## src/rtl/disp_pkg.sv

```systemverilog
// Shared types and constants for the seven-segment display scheduler.
// Segment words are active-low {dp,g,f,e,d,c,b,a}.
package disp_pkg;

   typedef enum logic [1:0] {
      ST_LIVE     = 2'd0,
      ST_SHOW     = 2'd1,
      ST_WAIT_LOW = 2'd2
   } state_e;

   localparam logic [7:0] SEG_BLANK = 8'hFF;

   // Index n holds the glyph for hex digit n, decimal point off.
   localparam logic [15:0][7:0] HEX_FONT = {
      8'h8E, 8'h86, 8'hA1, 8'hC6, 8'h83, 8'h88, 8'h90, 8'h80,
      8'hF8, 8'h82, 8'h92, 8'h99, 8'hB0, 8'hA4, 8'hF9, 8'hC0
   };

endpackage

```

## src/rtl/disp_scheduler_if.sv

```systemverilog
// Handshake and display bus between the display scheduler and its clients.
interface disp_scheduler_if;
   logic        tick;
   logic [15:0] live_val;
   logic        live_en;
   logic        msg_req;
   logic [31:0] msg_data;
   logic        msg_blink;
   logic        msg_ack;
   logic [7:0]  seg0;
   logic [7:0]  seg1;
   logic [7:0]  seg2;
   logic [7:0]  seg3;
   logic        owner;
   logic        busy;

   modport master (
      output tick, live_val, live_en, msg_req, msg_data, msg_blink,
      input  msg_ack, seg0, seg1, seg2, seg3, owner, busy
   );

   modport slave (
      input  tick, live_val, live_en, msg_req, msg_data, msg_blink,
      output msg_ack, seg0, seg1, seg2, seg3, owner, busy
   );
endinterface

```

## src/rtl/disp_scheduler_hex7seg.sv

```systemverilog
// Combinational hex nibble to active-low seven-segment glyph, dp off.
module hex7seg
   import disp_pkg::*;
(
   input  logic [3:0] i_nib,
   output logic [7:0] o_seg
);
   assign o_seg = HEX_FONT[i_nib];
endmodule

```

## src/rtl/disp_scheduler.sv

```systemverilog
// Arbitrates the 4-digit display between the live hex value and a timed,
// optionally blinking overlay message; all outputs are registered.
module disp_scheduler
   import disp_pkg::*;
#(
   parameter int HOLD_TICKS = 8,
   parameter int BLINK_DIV  = 4
) (
   input  logic             clk,
   input  logic             rst_n,
   disp_scheduler_if.slave  bus_if
);

   localparam int HOLD_EFF = (HOLD_TICKS < 1) ? 1 : HOLD_TICKS;
   localparam int DIV_EFF  = (BLINK_DIV < 1) ? 1 : BLINK_DIV;
   localparam int HW       = $clog2(HOLD_EFF + 1);
   localparam int BW       = $clog2(DIV_EFF + 1);
   localparam logic [HW-1:0] HOLD_LOAD  = HW'(HOLD_EFF);
   localparam logic [BW-1:0] BLINK_LAST = BW'(DIV_EFF - 1);

   state_e          r_state;
   logic [HW-1:0]   r_hold;
   logic [BW-1:0]   r_blink_cnt;
   logic            r_phase_blank;
   logic [31:0]     r_msg_data;
   logic            r_msg_blink;
   logic [7:0]      r_seg [4];
   logic            r_ack;
   logic            r_owner;
   logic            r_busy;

   logic [7:0]      w_live_dec [4];
   logic [7:0]      w_live_seg [4];
   logic [7:0]      w_req_seg  [4];
   logic [7:0]      w_msg_seg  [4];
   logic            w_blink_wrap;
   logic            w_phase_next;
   logic            w_final;

   assign w_blink_wrap = r_msg_blink & bus_if.tick & (r_blink_cnt == BLINK_LAST);
   assign w_phase_next = r_phase_blank ^ w_blink_wrap;
   assign w_final      = bus_if.tick & (r_hold == HW'(1));

   // Digit gi takes nibble/byte gi counting from the most significant end.
   for (genvar gi = 0; gi < 4; gi++) begin : g_digit
      hex7seg u_dec (
         .i_nib (bus_if.live_val[15-4*gi -: 4]),
         .o_seg (w_live_dec[gi])
      );
      assign w_live_seg[gi] = bus_if.live_en ? w_live_dec[gi] : SEG_BLANK;
      assign w_req_seg[gi]  = bus_if.msg_data[31-8*gi -: 8];
      assign w_msg_seg[gi]  = w_phase_next ? SEG_BLANK : r_msg_data[31-8*gi -: 8];
   end

   always_ff @(posedge clk or negedge rst_n) begin
      if (!rst_n) begin
         r_state       <= ST_LIVE;
         r_hold        <= '0;
         r_blink_cnt   <= '0;
         r_phase_blank <= 1'b0;
         r_msg_data    <= '0;
         r_msg_blink   <= 1'b0;
         r_ack         <= 1'b0;
         r_owner       <= 1'b0;
         r_busy        <= 1'b0;
         for (int i = 0; i < 4; i++) r_seg[i] <= SEG_BLANK;
      end else begin
         r_ack <= 1'b0;
         case (r_state)
            ST_LIVE: begin
               if (bus_if.msg_req) begin
                  r_state       <= ST_SHOW;
                  r_msg_data    <= bus_if.msg_data;
                  r_msg_blink   <= bus_if.msg_blink;
                  r_ack         <= 1'b1;
                  r_owner       <= 1'b1;
                  r_busy        <= 1'b1;
                  r_hold        <= HOLD_LOAD;
                  r_blink_cnt   <= '0;
                  r_phase_blank <= 1'b0;
                  for (int i = 0; i < 4; i++) r_seg[i] <= w_req_seg[i];
               end else begin
                  r_owner <= 1'b0;
                  r_busy  <= 1'b0;
                  for (int i = 0; i < 4; i++) r_seg[i] <= w_live_seg[i];
               end
            end
            ST_SHOW: begin
               if (w_final) begin
                  r_state       <= bus_if.msg_req ? ST_WAIT_LOW : ST_LIVE;
                  r_hold        <= '0;
                  r_blink_cnt   <= '0;
                  r_phase_blank <= 1'b0;
                  r_owner       <= 1'b0;
                  r_busy        <= bus_if.msg_req;
                  for (int i = 0; i < 4; i++) r_seg[i] <= w_live_seg[i];
               end else begin
                  if (bus_if.tick) begin
                     r_hold <= r_hold - 1'b1;
                     if (r_msg_blink)
                        r_blink_cnt <= w_blink_wrap ? '0 : r_blink_cnt + 1'b1;
                  end
                  r_phase_blank <= w_phase_next;
                  r_owner       <= 1'b1;
                  r_busy        <= 1'b1;
                  for (int i = 0; i < 4; i++) r_seg[i] <= w_msg_seg[i];
               end
            end
            ST_WAIT_LOW: begin
               if (!bus_if.msg_req) r_state <= ST_LIVE;
               r_owner <= 1'b0;
               r_busy  <= bus_if.msg_req;
               for (int i = 0; i < 4; i++) r_seg[i] <= w_live_seg[i];
            end
            default: begin
               r_state <= ST_LIVE;
               r_owner <= 1'b0;
               r_busy  <= 1'b0;
               for (int i = 0; i < 4; i++) r_seg[i] <= SEG_BLANK;
            end
         endcase
      end
   end

   assign bus_if.msg_ack = r_ack;
   assign bus_if.owner   = r_owner;
   assign bus_if.busy    = r_busy;
   assign bus_if.seg0    = r_seg[0];
   assign bus_if.seg1    = r_seg[1];
   assign bus_if.seg2    = r_seg[2];
   assign bus_if.seg3    = r_seg[3];

endmodule

```

## src/flat_wrapper.sv

```systemverilog
// flat-port wrapper written by rule: the top's interface ports become plain ports
module disp_scheduler_flat import disp_pkg::*;
#(
   parameter int HOLD_TICKS = 8,
   parameter int BLINK_DIV  = 4
)
  (clk, rst_n, bus_if_tick, bus_if_live_val, bus_if_live_en, bus_if_msg_req, bus_if_msg_data, bus_if_msg_blink, bus_if_msg_ack, bus_if_seg0, bus_if_seg1, bus_if_seg2, bus_if_seg3, bus_if_owner, bus_if_busy);
  disp_scheduler_if bus_if_i ();
  input  logic clk;
  input  logic rst_n;
  input wire logic [$bits(bus_if_i.tick)-1:0] bus_if_tick;
  input wire logic [$bits(bus_if_i.live_val)-1:0] bus_if_live_val;
  input wire logic [$bits(bus_if_i.live_en)-1:0] bus_if_live_en;
  input wire logic [$bits(bus_if_i.msg_req)-1:0] bus_if_msg_req;
  input wire logic [$bits(bus_if_i.msg_data)-1:0] bus_if_msg_data;
  input wire logic [$bits(bus_if_i.msg_blink)-1:0] bus_if_msg_blink;
  output wire logic [$bits(bus_if_i.msg_ack)-1:0] bus_if_msg_ack;
  output wire logic [$bits(bus_if_i.seg0)-1:0] bus_if_seg0;
  output wire logic [$bits(bus_if_i.seg1)-1:0] bus_if_seg1;
  output wire logic [$bits(bus_if_i.seg2)-1:0] bus_if_seg2;
  output wire logic [$bits(bus_if_i.seg3)-1:0] bus_if_seg3;
  output wire logic [$bits(bus_if_i.owner)-1:0] bus_if_owner;
  output wire logic [$bits(bus_if_i.busy)-1:0] bus_if_busy;
  assign bus_if_i.tick = bus_if_tick;
  assign bus_if_i.live_val = bus_if_live_val;
  assign bus_if_i.live_en = bus_if_live_en;
  assign bus_if_i.msg_req = bus_if_msg_req;
  assign bus_if_i.msg_data = bus_if_msg_data;
  assign bus_if_i.msg_blink = bus_if_msg_blink;
  assign bus_if_msg_ack = bus_if_i.msg_ack;
  assign bus_if_seg0 = bus_if_i.seg0;
  assign bus_if_seg1 = bus_if_i.seg1;
  assign bus_if_seg2 = bus_if_i.seg2;
  assign bus_if_seg3 = bus_if_i.seg3;
  assign bus_if_owner = bus_if_i.owner;
  assign bus_if_busy = bus_if_i.busy;
  disp_scheduler #(.HOLD_TICKS(HOLD_TICKS), .BLINK_DIV(BLINK_DIV)) u_core (.clk(clk), .rst_n(rst_n), .bus_if(bus_if_i));
endmodule
```

## config.mk

```make
export PLATFORM = sky130hd
export DESIGN_NAME = disp_scheduler_flat
export DESIGN_NICKNAME = d
export VERILOG_FILES = /design/src/rtl/disp_pkg.sv /design/src/rtl/disp_scheduler_if.sv /design/src/rtl/disp_scheduler_hex7seg.sv /design/src/rtl/disp_scheduler.sv /design/src/flat_wrapper.sv
export SDC_FILE = /design/constraint.sdc
export NUM_CORES = 1
export LEC_CHECK = 0
export BUFFER_PORTS_ARGS = -buffer_cell sky130_fd_sc_hd__buf_2
export CAP_MARGIN = 20
export CORE_ASPECT_RATIO = 1.2
export CORE_MARGIN = 4
export CORE_UTILIZATION = 55
export DETAILED_ROUTE_END_ITERATION = 8
export GPL_TIMING_DRIVEN = 1
export PLACE_DENSITY = 0.79
export SETUP_SLACK_MARGIN = 0.02
export SLEW_MARGIN = 20
export SYNTH_ARGS = -nofsm -noshare
export SYNTH_HDL_FRONTEND = slang
export SYNTH_SLANG_ARGS = --single-unit
```

## constraint.sdc

```tcl
create_clock -name clk -period 2.2 [get_ports clk]
set_input_delay 0.11 -clock clk [delete_from_list [all_inputs] [get_ports clk]]
set_output_delay 0.11 -clock clk [all_outputs]
set_load 0.05 [all_outputs]
```

==> After elaboration in Yosys (flattened, before gate mapping) <==
Memories as Yosys holds them, arrays and structs flattened.
Index checks and enable logic that the tools add are counted.
W data, S select, Z words.
{ "totals": {"romBits": 512, "memories": 4, "out_inout_bits": 35, "word_cells": 82, "ff_bits": 78} }
{ "memory_table": {"columns": ["memory", "depth", "word_bits", "rd", "rd_clocked_by_memory_dff", "write_ports", "line_no", "source"], "rows": [
  ["(no name shown)", 16, 8, 1, 0, 0, "disp_scheduler_hex7seg.sv:8", "assign o_seg = HEX_FONT[i_nib];"],
  ["(no name shown)", 16, 8, 1, 0, 0, "disp_scheduler_hex7seg.sv:8", null],
  ["(no name shown)", 16, 8, 1, 0, 0, "disp_scheduler_hex7seg.sv:8", null],
  ["(no name shown)", 16, 8, 1, 0, 0, "disp_scheduler_hex7seg.sv:8", null]
]} }
{ "op_classes": {"order_cmp": 4, "n_eq_ne": 9, "n_mux": 39, "addsub": 2, "n_reduce_logical": 7, "bitwise": 4} }
{ "ops": {"columns": ["cell", "count"], "rows": [
  ["$mux W8", 12],
  ["$pmux W32 S3", 1],
  ["$mux W32", 2],
  ["$lt A4 B5 Y1 const B", 4],
  ["$mux W3", 5],
  ["$mux W4", 3],
  ["$mux W2", 4],
  ["$pmux W4 S2", 1],
  ["$mux W1", 6],
  ["$pmux W2 S3", 1],
  ["$pmux W3 S2", 1],
  ["$reduce_and A3 Y1", 2],
  ["$eq A4 B1 Y1 const B", 1],
  ["$ne A2 B2 Y1 const B", 2],
  ["$pmux W1 S2", 2],
  ["$reduce_and A2 Y1", 2],
  ["$reduce_and A4 Y1", 1],
  ["$sub A4 B1 Y4 const B", 1],
  ["$add A3 B1 Y3 const B", 1],
  ["$and A1 B1 Y1", 3],
  ["$eq A3 B2 Y1 const B", 1],
  ["$ne A3 B1 Y1 const B", 1],
  ["$ne A3 B2 Y1 const B", 1],
  ["$pmux W1 S3", 1],
  ["other kinds (6)", 6]
]} }

==> Logic depth before layout (Yosys ltp) <==
Gate-level depths: netlist of the first run.
{ "depth": {"word_depth": 7, "depth_mapped": 8} }

==> Cells and area by module <==
Synthesis of the first run repeated with hierarchy kept, for this count alone.
{ "unflattened": {"hier_cells": 594, "hier_area_um2": 5656.7} }
{ "modules_own_cells": {"columns": ["module", "n_inst", "cells_per_inst", "seq_area_each_um2", "area_per_inst_um2"], "rows": [
  ["disp_scheduler", 1, 458, 1991.9, 4510.6],
  ["hex7seg", 4, 34, 0.0, 286.5]
]} }

==> Worst setup path after synthesis of the first run <==
Ideal clock, no wire load.
{ "synth_timing": {"path_type": "register to register", "from": "register u_core.r_hold[0]", "to": "register u_core.r_seg, in the netlist u_core.bus_if.seg3[6]", "t_arrival_ns": 1.399, "setup_slack_ns": 0.719, "setup_ns": 0.081, "required_ns": 2.119, "n_path_buf": 2, "stages_incl_launch_ff": 8, "cell_sequence": "dfrtp_1 > ha_1 > and4bb_1 > buf_6 > nor2_4 > clkbuf_2 > o21ai_0 > o211ai_1"} }
{ "synth_between": {"elab_chain_cells": 4} }
{ "synth_lines": {"columns": ["element", "line_no", "source"], "rows": [
  ["from (decl)", "disp_scheduler.sv:22", "logic [HW-1:0] r_hold;"],
  ["from (signal assigned)", "disp_scheduler.sv:99", "r_hold <= r_hold - 1'b1;"],
  ["$eq A4 B1 Y1", "disp_scheduler.sv:42", "assign w_final = bus_if.tick & (r_hold == HW'(1));"],
  ["$and A1 B1 Y1", "disp_scheduler.sv:42", null],
  ["$mux W32", "disp_scheduler.sv:89", "if (w_final) begin"],
  ["$pmux W32 S3", "disp_scheduler.sv:69", "case (r_state)"],
  ["to (decl)", "disp_scheduler.sv:27", "logic [7:0] r_seg [4];"]
]} }
No other way between the ends.
A chain may end at the register's enable or synchronous reset.

==> Worst setup path after layout of the first run <==
{ "layout_timing": {"from": "register u_core.r_hold[1]", "to": "register u_core.r_seg, in the netlist u_core.bus_if.seg1[3]"} }
The elaborated chain is that of the path after synthesis.

==> flow_summary.ini, run 1 <==
[synthesis]
synth_warnings = 0
synthTopCellsByArea = dfrtp_1 (24%), dfstp_2 (17%), nand2_1 (8.5%)
ys_ff_latch = 78
ys_types = 60
avgSynthCellArea_um2 = 9.29
synthMuxAreaShare_pct = 6.64
yosysTopAreaCellShare_pct = 23.8
synth_xor_area_share_pct = 0.750
synthAdderAreaFrac_pct = 8.01
synth_common_cells = nand2_1 (110), dfrtp_1 (46), o21ai_0 (43), dfstp_2 (32), ha_1 (31)
yosysMostFrequentCell = nand2_1
ys_seq_area_share_pct = 41.2
synth_flop_cell = dfrtp_1
synth_top_family_by_area = compound AO/OA/AOI/OAI gates
yosys.area_share.simple_pct = 17.8
synth_edf_count = 0
syn_inst = 521
synth_largest_area_cell = dfrtp_1
syn_area_um2 = 4840
async_reset_ff_share_pct = 100
synthesis.nets = 606
synth_compound_area_share_pct = 19.6

[cts]
clkTransAtPathRegs_ps = 90
worstSkewPairLatency_ps = 370
cts_buffer_depth = 2
htree_num_levels = 3
cts_made_buffers = 9
cts_tree = done
cts-resized-gates = 0
cts.sinks = 78
cts_root_buf = clkbuf_8

[placement]
post_dp_cell_area_um2 = 5320
dp_hpwl_mm = 8.98
gp_congestion = 0.869
placedCellCount = 703
io_buffer_count = 88

[finish]
stdcell_area_um2 = 5810
diodes = 0
stdcell_count = 750
drive_above_1_share_pct = 26.5
nNetsFinal = 713
post-route-util_pct = 67.8
synthToLayoutAreaGrowth_pct = 20.0

[pwr]
clockPowerShare_pct = 14.0
pwr-share-comb_pct = 49.8
leakage_nw = 2.84
p_sw_share_pct = 47.1
p_int_mw = 3.86
pwr_density_cell_nw_per_um2 = 1260
ir_drop_uv = 589
p_sw_mw = 3.44
p_seq_share_pct = 36.2

[sta]
finalClockSkew_ps = 10.3
hold_violations = 0
setup_tns_ps = 0
setup_viol = 0
rsz0062_at_grt = false
slew_headroom_pct = 36.4
finalMaxSlewViolations = 0
fmax_mhz = 499
final.min_clock_period_ps = 2000
period_share_pct = 91.0
max_slew.worst_pin.slew_ps = 954

[global_route]
grt_usage_pct = 25.6
grt_start_max_net_pins = 77
antenna_found_initial = 0
grt_pass1_wl_mm = 21.0
grt_pass1_vias = 4406
grt_overflow = 0

[worst_setup_path]
criticalPathCategory = reg -> reg
cpPeakStageDelay_ps = 510
crit_path_end_kind = flip-flop
worst_r2r_path_depth = 6
rr_endpoint = u_core.bus_if.seg1[3]
cpMaxStageDelayCell = nor2_1
worstPathCellList = inv_1, ha_1, nand4bb_1, nor2_1, o22ai_1, nand3_1
path_max_fanout = 9
r2r_slack_ps = 200
r2r_start = u_core.r_hold[1]
critPathArrivalTime_ps = 2310
worstPathRequired_ps = 2500
critPathLaunchType = flip-flop

[routing]
num_vias = 4380
avgRoutedWirePerCell_um = 17.3
drcViolationCount = 0
ant_nets = 0
vias_per_cell = 5.84
drtPass1Iterations = 5
drt_iter0_drc = 361
wl_mm = 13.0

[min_path]
hp-start = bus_if_msg_data[1]
hold_path.class = in -> reg
whs_path_depth = 3
hold_path_end = u_core.r_msg_data[1]

[die]
dieArea_um2 = 10400
dieHeight_um = 111
core_um2 = 8560
die_w_um = 93.6
row_count = 37
ios = 89
start_util_pct = 56.5

[flow_run]
maxCapViolations = 0

[outcome]
status = finished clean
-- how the worst max path moves through the flow --
stage	start	to	slack (ps)	cells after the start
after floorplan	u_core.r_hold[0]	u_core.bus_if.seg3[6]	720	7
after global placement	u_core.r_hold[1]	u_core.bus_if.seg1[1]	380	6
after detailed placement	u_core.r_hold[1]	u_core.bus_if.seg1[1]	280	6
after CTS	u_core.r_hold[1]	u_core.bus_if.seg1[3]	230	6
after global routing	u_core.r_hold[1]	u_core.bus_if.seg1[1]	70	6
final	u_core.r_hold[1]	u_core.bus_if.seg1[3]	200	6
-- sequential cells by signal (all words and copies together), names as in the netlist --
name and flops:
u_core.bus_if.owner 1, u_core.bus_if.seg0 8, u_core.bus_if.msg_ack 1, u_core.bus_if.seg3 8, u_core.r_msg_data 32, u_core.bus_if.seg1 8
u_core.r_phase_blank 1, u_core.r_state 2, u_core.r_blink_cnt 3, u_core.bus_if.busy 1, u_core.bus_if.seg2 8, u_core.r_hold 4
u_core.r_msg_blink 1
-- power by group through the flow --
stage          logic (mW)  registers [mW]  clock network, mW
3_3_place_gp         3.49            2.64                  0
2_1_floorplan        1.62            3.79                  0
5_1_grt              3.94            2.72               1.09
3_5_place_dp         3.58            2.66                  0
4_1_cts              3.64            2.64               1.03
6_report             3.64            2.64               1.02
-- routing by layer --
layer	routed length [um]	GRT usage [%]	vias up
li1	-	-	2053
met1	5290	30.3	2133
met2	6540	44.0	159
met3	722	4.68	35
met4	456	12.5	0
met5	0	0	-
-- layout by cell type, fill, tap and decap left out, types with 9 or more instances in the layout --
master and count:
o211ai_1 10, nand3_1 16, ha_1 31, dlygate4sd3_1 31, o21ai_0 43, dfrtp_1 46
nand2b_1 14, nand2_1 110, buf_4 11, dfstp_2 32, inv_1 26, mux2i_1 16
buf_2 87, a21oi_1 25, clkbuf_8 9
-- area by class of cell --
cell class                 count  area [um2]
fill                         685        2760
multi-input combinational    382        2550
sequential                    78        1990
timing repair buffer         129         828
tap                          117         146
clock buffer                   9         124
inverter                      28         108
clock inverter                 7        55.1
-- kinds of logic (layout without fill, tap and decap cells) --
| logic type | count (synthesis) | after routing |
|---|---|---|
| flops | 78 | 78 |
| fa+ha+maj | 31 | 31 |
| compound gates | 144 | 144 |
| buf+inv | 61 | 173 |
| xor+xnor | 2 | 2 |
| mux | 26 | 26 |
| simple gates | 179 | 179 |
-- stage by stage --
step           total power [mW]  hold slack (ps)  setup WS, ps
2_1_floorplan              5.40             -186           719
4_1_cts                    7.31             8.41           230
3_3_place_gp               6.13              304           377
6_report                   7.30             19.1           198
3_5_place_dp               6.25              314           277
5_1_grt                    7.75             21.5          70.3
-- worst max-delay path: cells and delay by family, from the launching register on --
kind	cells	cell delay, ps
and+or+nand+nor	3	1050
AOI/OAI and AO/OA	1	180
adders and majority gates	1	220
buffers and inverters	1	90
DFF	1	390
-- what timing repair did --
item	in CTS	in global routing
setup endpoints to repair	0	0
setup buffers	0	0
endpoints found under the hold margin	91	0
hold buffers	31	0
(Power assumes the default switching activity.)
==> inputs of run 2 (changes only) <==
CORE_UTILIZATION = 25   (was 55)
PLACE_DENSITY = not set   (was 0.79)
==> run 2 against run 1 <==
Effect of this change:
- sequential share of layout area is 1.3 points lower
- maximum frequency is 3.1% higher
- cell area is 4.0% higher
- worst hold slack worse by 16 ps
- power is 6.5% higher
- die area is 110% higher
- first-iteration DRC count is 14% lower
- setup slack better by 60 ps
- clock-buffer cell count is 2 higher
- register-to-register slack better by 60 ps
==> flow_summary.ini, run 2 (same netlist as run 1, synthesis figures left out) <==
[global_route]
grt_usage_pct = 13.4
grt_pass1_wl_mm = 23.1
grt_overflow = 0
grt_pass1_vias = 4271
antenna_found_initial = 5
grt_start_max_net_pins = 42

[min_path]
hold_path.class = in -> reg

[die]
dieArea_um2 = 21700
start_util_pct = 25.6
ios = 89
die_w_um = 135
row_count = 55
dieHeight_um = 160
core_um2 = 18900

[finish]
drive_above_1_share_pct = 27.0
layout_commonest_cell = nand2_1
final_cell_mix = nand2_1 (110), buf_2 (87), dfrtp_1 (46), o21ai_0 (43), dfstp_2 (32)
post-route-util_pct = 31.9
diodes = 0
nNetsFinal = 706
regMostFlops = u_core.r_msg_data
largest_register_ffs = 32
synthToLayoutAreaGrowth_pct = 24.8

[cts]
clkTransAtPathRegs_ps = 60
htree_num_levels = 3
cts-resized-gates = 0
cts_made_buffers = 9
worstSkewPairLatency_ps = 340
cts_root_buf = clkbuf_16
cts.sinks = 78
cts_buffer_depth = 2
cts_tree = done

[sta]
max_slew.worst_pin.slew_ps = 553
finalClockSkew_ps = 9.89
hold_violations = 0
setup_tns_ps = 0
final.min_clock_period_ps = 1940
finalMaxSlewViolations = 0
rsz0062_at_grt = false
period_share_pct = 88.3
setup_viol = 0
fmax_mhz = 515
slew_headroom_pct = 62.7
worst_slack_ps = 258

[pwr]
pwr_density_cell_nw_per_um2 = 1290
p_sw_mw = 3.44
leakage_nw = 2.87
p_int_mw = 4.34
clockPowerShare_pct = 19.5
pwr-share-comb_pct = 46.3
p_seq_share_pct = 34.2
ir_drop_uv = 423
p_sw_share_pct = 44.2

[flow_run]
maxCapViolations = 0

[worst_setup_path]
crit_family = simple AND/OR/NAND/NOR gates
worstPathRequired_ps = 2460
cpPeakStageDelay_ps = 450
critPathLaunchType = flip-flop
critPathArrivalTime_ps = 2200
r2r_slack_ps = 260
criticalPathCategory = reg -> reg
cp.buffers_inverters = 1
crit_path_end_kind = flip-flop
path_max_fanout = 13
cpMaxStageDelayCell = nand2_2
worstPathCellList = inv_1, ha_1, nand4bb_1, nand2_2, a21oi_1, o211ai_1

[routing]
drtPass1Iterations = 7
vias_per_cell = 4.79
avgRoutedWirePerCell_um = 16.3
ant_nets = 0
drt_iter0_drc = 312
wl_mm = 14.3
drcViolationCount = 0
num_vias = 4224

[placement]
dp_hpwl_mm = 10.5
place_ws_ps = 274
io_buffer_count = 88
gp_congestion = 0.801

[outcome]
status = finished clean
==> run 2: power groups by stage <==
stage / clock network (mW) / logic (mW) / registers (mW)
5_1_grt: 1.62 / 3.93 / 2.75
3_5_place_dp: 0 / 3.60 / 2.69
6_report: 1.52 / 3.60 / 2.66
3_3_place_gp: 0 / 3.55 / 2.69
2_1_floorplan: 0 / 1.62 / 3.79
4_1_cts: 1.55 / 3.64 / 2.67
==> run 2: cell type report <==
cell class | instances | area [um2]
Sequential cell | 78 | 1990
Multi-Input combinational cell | 382 | 2550
Fill cell | 1962 | 12900
Timing Repair Buffer | 122 | 766
Clock buffer | 11 | 243
Inverter | 28 | 108
Clock inverter | 5 | 57.6
Tap cell | 256 | 320
==> run 2: what timing repair did <==
action	in CTS	in global routing
hold buffers	22	0
hold endpoints to repair	43	0
buffers inserted	0	0
==> run 2: path summary, 6_finish.rpt <==
| path | startpoint | end | depth (start not counted) |
|---|---|---|---|
| hold / removal | bus_if_msg_data[5] | u_core.r_msg_data[5] | 3 |
| setup reg to reg | u_core.r_hold[1] | u_core.bus_if.seg0[4] | 6 |
| setup / recovery | u_core.r_hold[1] | u_core.bus_if.seg0[4] | 6 |
| min in group asynchronous | rst_n | u_core.r_msg_data[7] | 2 |
| hold reg to reg | u_core.r_msg_data[5] | u_core.r_msg_data[5] | 2 |
| max in group asynchronous | rst_n | u_core.bus_if.seg1[1] | 3 |
==> run 2: per-stage QoR <==
| stage | area, um2 | hold slack [ps] | instances | total power [mW] |
|---|---|---|---|---|
| 2_1_floorplan | 4840 | -186 | 521 | 5.40 |
| 3_3_place_gp | 5520 | 122 | 844 | 6.24 |
| 3_5_place_dp | 5520 | 125 | 844 | 6.29 |
| 4_1_cts | 6040 | 2.93 | 882 | 7.87 |
| 5_1_grt | 6040 | 9.98 | 882 | 8.30 |
| 6_report | 6040 | 3.11 | 882 | 7.78 |
==> run 2: worst min-delay path, stage by stage <==
cell and delay (ps):
buf_2 70, nand2_1 70, nand2_1 60
==> run 2: per-layer routing <==
layer / vias to the layer above / share of wire, % / track usage, %
met2: 111 / 48 / 21.9
li1: 2040 / - / -
met4: 10 / 1.6 / 4.17
met1: 2042 / 44 / 17.5
met5: - / 0.44 / 0
met3: 21 / 5.9 / 3.38
==> inputs of run 3 (changes only) <==
PLACE_DENSITY = 0.5   (was not set)
==> run 3 against run 2 <==
Effect of this change:
- the flow now finishes with violations (negative hold slack)
- worst hold slack lost 4.4 ps
- first-iteration DRC count shrank 23%
- via count grew 0.85%
- clock skew shrank 4.2 ps
- sequential power is essentially flat
- global-route usage grew 0.68 points
- clock-buffer cell count is the same
- setup slack gained 55 ps
- maximum frequency grew 2.9%
- largest power group unchanged
==> flow_summary.ini, run 3 (same netlist as run 1, synthesis figures left out) <==
[sta]
finalMaxSlewViolations = 0
setup_tns_ps = 0
worst_slack_ps = 313
period_share_pct = 85.8
setup_viol = 0
fin_hold_ws_ps = -1.30
fmax_mhz = 530
slew_headroom_pct = 59.7
hold_violations = 1
max_slew.worst_pin.slew_ps = 596
finalClockSkew_ps = 5.71
final.min_clock_period_ps = 1890
rsz0062_at_grt = false

[cts]
clkTransAtPathRegs_ps = 60
cts_tree = done
cts.sinks = 78
cts_made_buffers = 9
cts_root_buf = clkbuf_16
cts_buffer_depth = 2
post_cts_buffers = 0
htree_num_levels = 3
worstSkewPairLatency_ps = 330

[die]
core_um2 = 18900
dieArea_um2 = 21700
start_util_pct = 25.6
ios = 89
row_count = 55
dieHeight_um = 160
die_w_um = 135

[routing]
drcViolationCount = 0
drt_iter0_drc = 241
avgRoutedWirePerCell_um = 16.9
ant_nets = 0
num_vias = 4260
wl_mm = 15.0
drtPass1Iterations = 5
vias_per_cell = 4.82

[global_route]
grt_start_max_net_pins = 43
grt_pass1_vias = 4493
grt_pass1_wl_mm = 24.1
globalRouteMet2Util_pct = 23.4
use_met1_pct = 17.8
grt_usage_pct = 14.1
met3_usage_pct = 3.26
busiest_layer = met2
grt_overflow = 0
antenna_found_initial = 2

[finish]
final_cell_mix = nand2_1 (110), buf_2 (87), dfrtp_1 (46), o21ai_0 (43), dfstp_2 (32)
drive_above_1_share_pct = 27.4
fill_cells = 1961
synthToLayoutAreaGrowth_pct = 25.8
stdcell_area_um2 = 6090
largest_register_ffs = 32
diodes = 0
regMostFlops = u_core.r_msg_data
nNetsFinal = 708
layout_commonest_cell = nand2_1

[worst_setup_path]
crit_family = simple AND/OR/NAND/NOR gates
worstSetupStartpoint = u_core.r_hold[1]
cp.depth = 6
crit_path_end_kind = flip-flop
r2r_slack_ps = 310
worst_r2r_path_depth = 6
path_max_fanout = 10
worstPathRequired_ps = 2450
worstPathCellList = inv_1, ha_1, and4bb_1, nor2_4, a222oi_1, o21ai_1
r2r_start = u_core.r_hold[1]
cpMaxStageDelayCell = and4bb_1
critPathLaunchType = flip-flop
cp.buffers_inverters = 1
cpPeakStageDelay_ps = 490
criticalPathCategory = reg -> reg
rr_endpoint = u_core.bus_if.seg3[2]
critPathArrivalTime_ps = 2130
crit_end = u_core.bus_if.seg3[2]

[pwr]
pwr_density_cell_nw_per_um2 = 1320
p_seq_share_pct = 33.2
p_sw_share_pct = 43.3
pwr-share-comb_pct = 45.6
clockPowerShare_pct = 21.2
p_int_mw = 4.57
leakage_nw = 2.89
p_sw_mw = 3.49
ir_drop_uv = 580
totalPowerFinal_mw = 8.06

[outcome]
violations = negative hold slack
status = finished with violations

[placement]
post_dp_cell_area_um2 = 5550
gp_congestion = 0.807
place_ws_ps = 326
dp_hpwl_mm = 11.2
io_buffer_count = 88

[flow_run]
maxCapViolations = 0

[min_path]
hold_path.class = in -> reg
## run 3: changes by cell type in the layout (fill, tap and decap cells not counted), sizes merged
cell | before | now
buf | 100 | 104
bufinv | 1 | 3
dlygate4sd3 | 22 | 20
clkinvlp | 0 | 1
clkinv | 3 | 0
## run 3: how the worst min path moves through the flow
stage,depth (start not counted),slack (ps),endpoint,from
CTS,3,1,u_core.r_msg_data[14],bus_if_msg_data[14]
floorplan,0,-190,u_core.bus_if.busy,rst_n
global route,3,20,u_core.r_msg_data[14],bus_if_msg_data[14]
detailed placement,1,130,u_core.r_msg_data[11],rst_n
global placement,1,110,u_core.r_msg_data[11],rst_n
finish,3,-1,u_core.r_msg_data[14],bus_if_msg_data[14]
## run 3: worst min-delay path, stage by stage
cell and delay, ps:
buf_2 80, nand2_1 60, nand2_1 60
## run 3: layout make-up
class                           count  area, um2  area share [%]
Multi-Input combinational cell    382       2550            41.9
Sequential cell                    78       1990            32.7
Timing Repair Buffer              124        776            12.7
Tap cell                          256        320            5.26
Clock buffer                       11        233            3.82
Inverter                           28        108            1.77
Clock inverter                      5        106            1.75
## run 3: metrics by stage
step	cells	hold WS [ps]	utilization, %
detailed placement	848	126	29.3
global placement	848	114	29.3
floorplan	521	-186	-
CTS	884	1.23	32.2
global route	884	17.1	32.2
finish	884	-1.30	32.2
## run 3: power groups by stage
stage	sequential [mW]	clock (mW)	combinational (mW)
floorplan	3.79	0	1.62
global placement	2.69	0	3.60
detailed placement	2.70	0	3.68
CTS	2.69	1.75	3.72
global route	2.76	1.83	4.02
finish	2.68	1.71	3.67
## run 3: timing repair
| action | CTS | global route |
|---|---|---|
| endpoints found under the hold margin | 37 | 0 |
| hold buffers | 20 | 0 |
| resized for setup | 0 | 0 |
## run 3: metal layers
layer	up-vias	part of all wire [%]
li1	2041	-
met1	2074	43
met3	23	5.2
met5	-	0.16
met2	118	49
met4	4	2.0
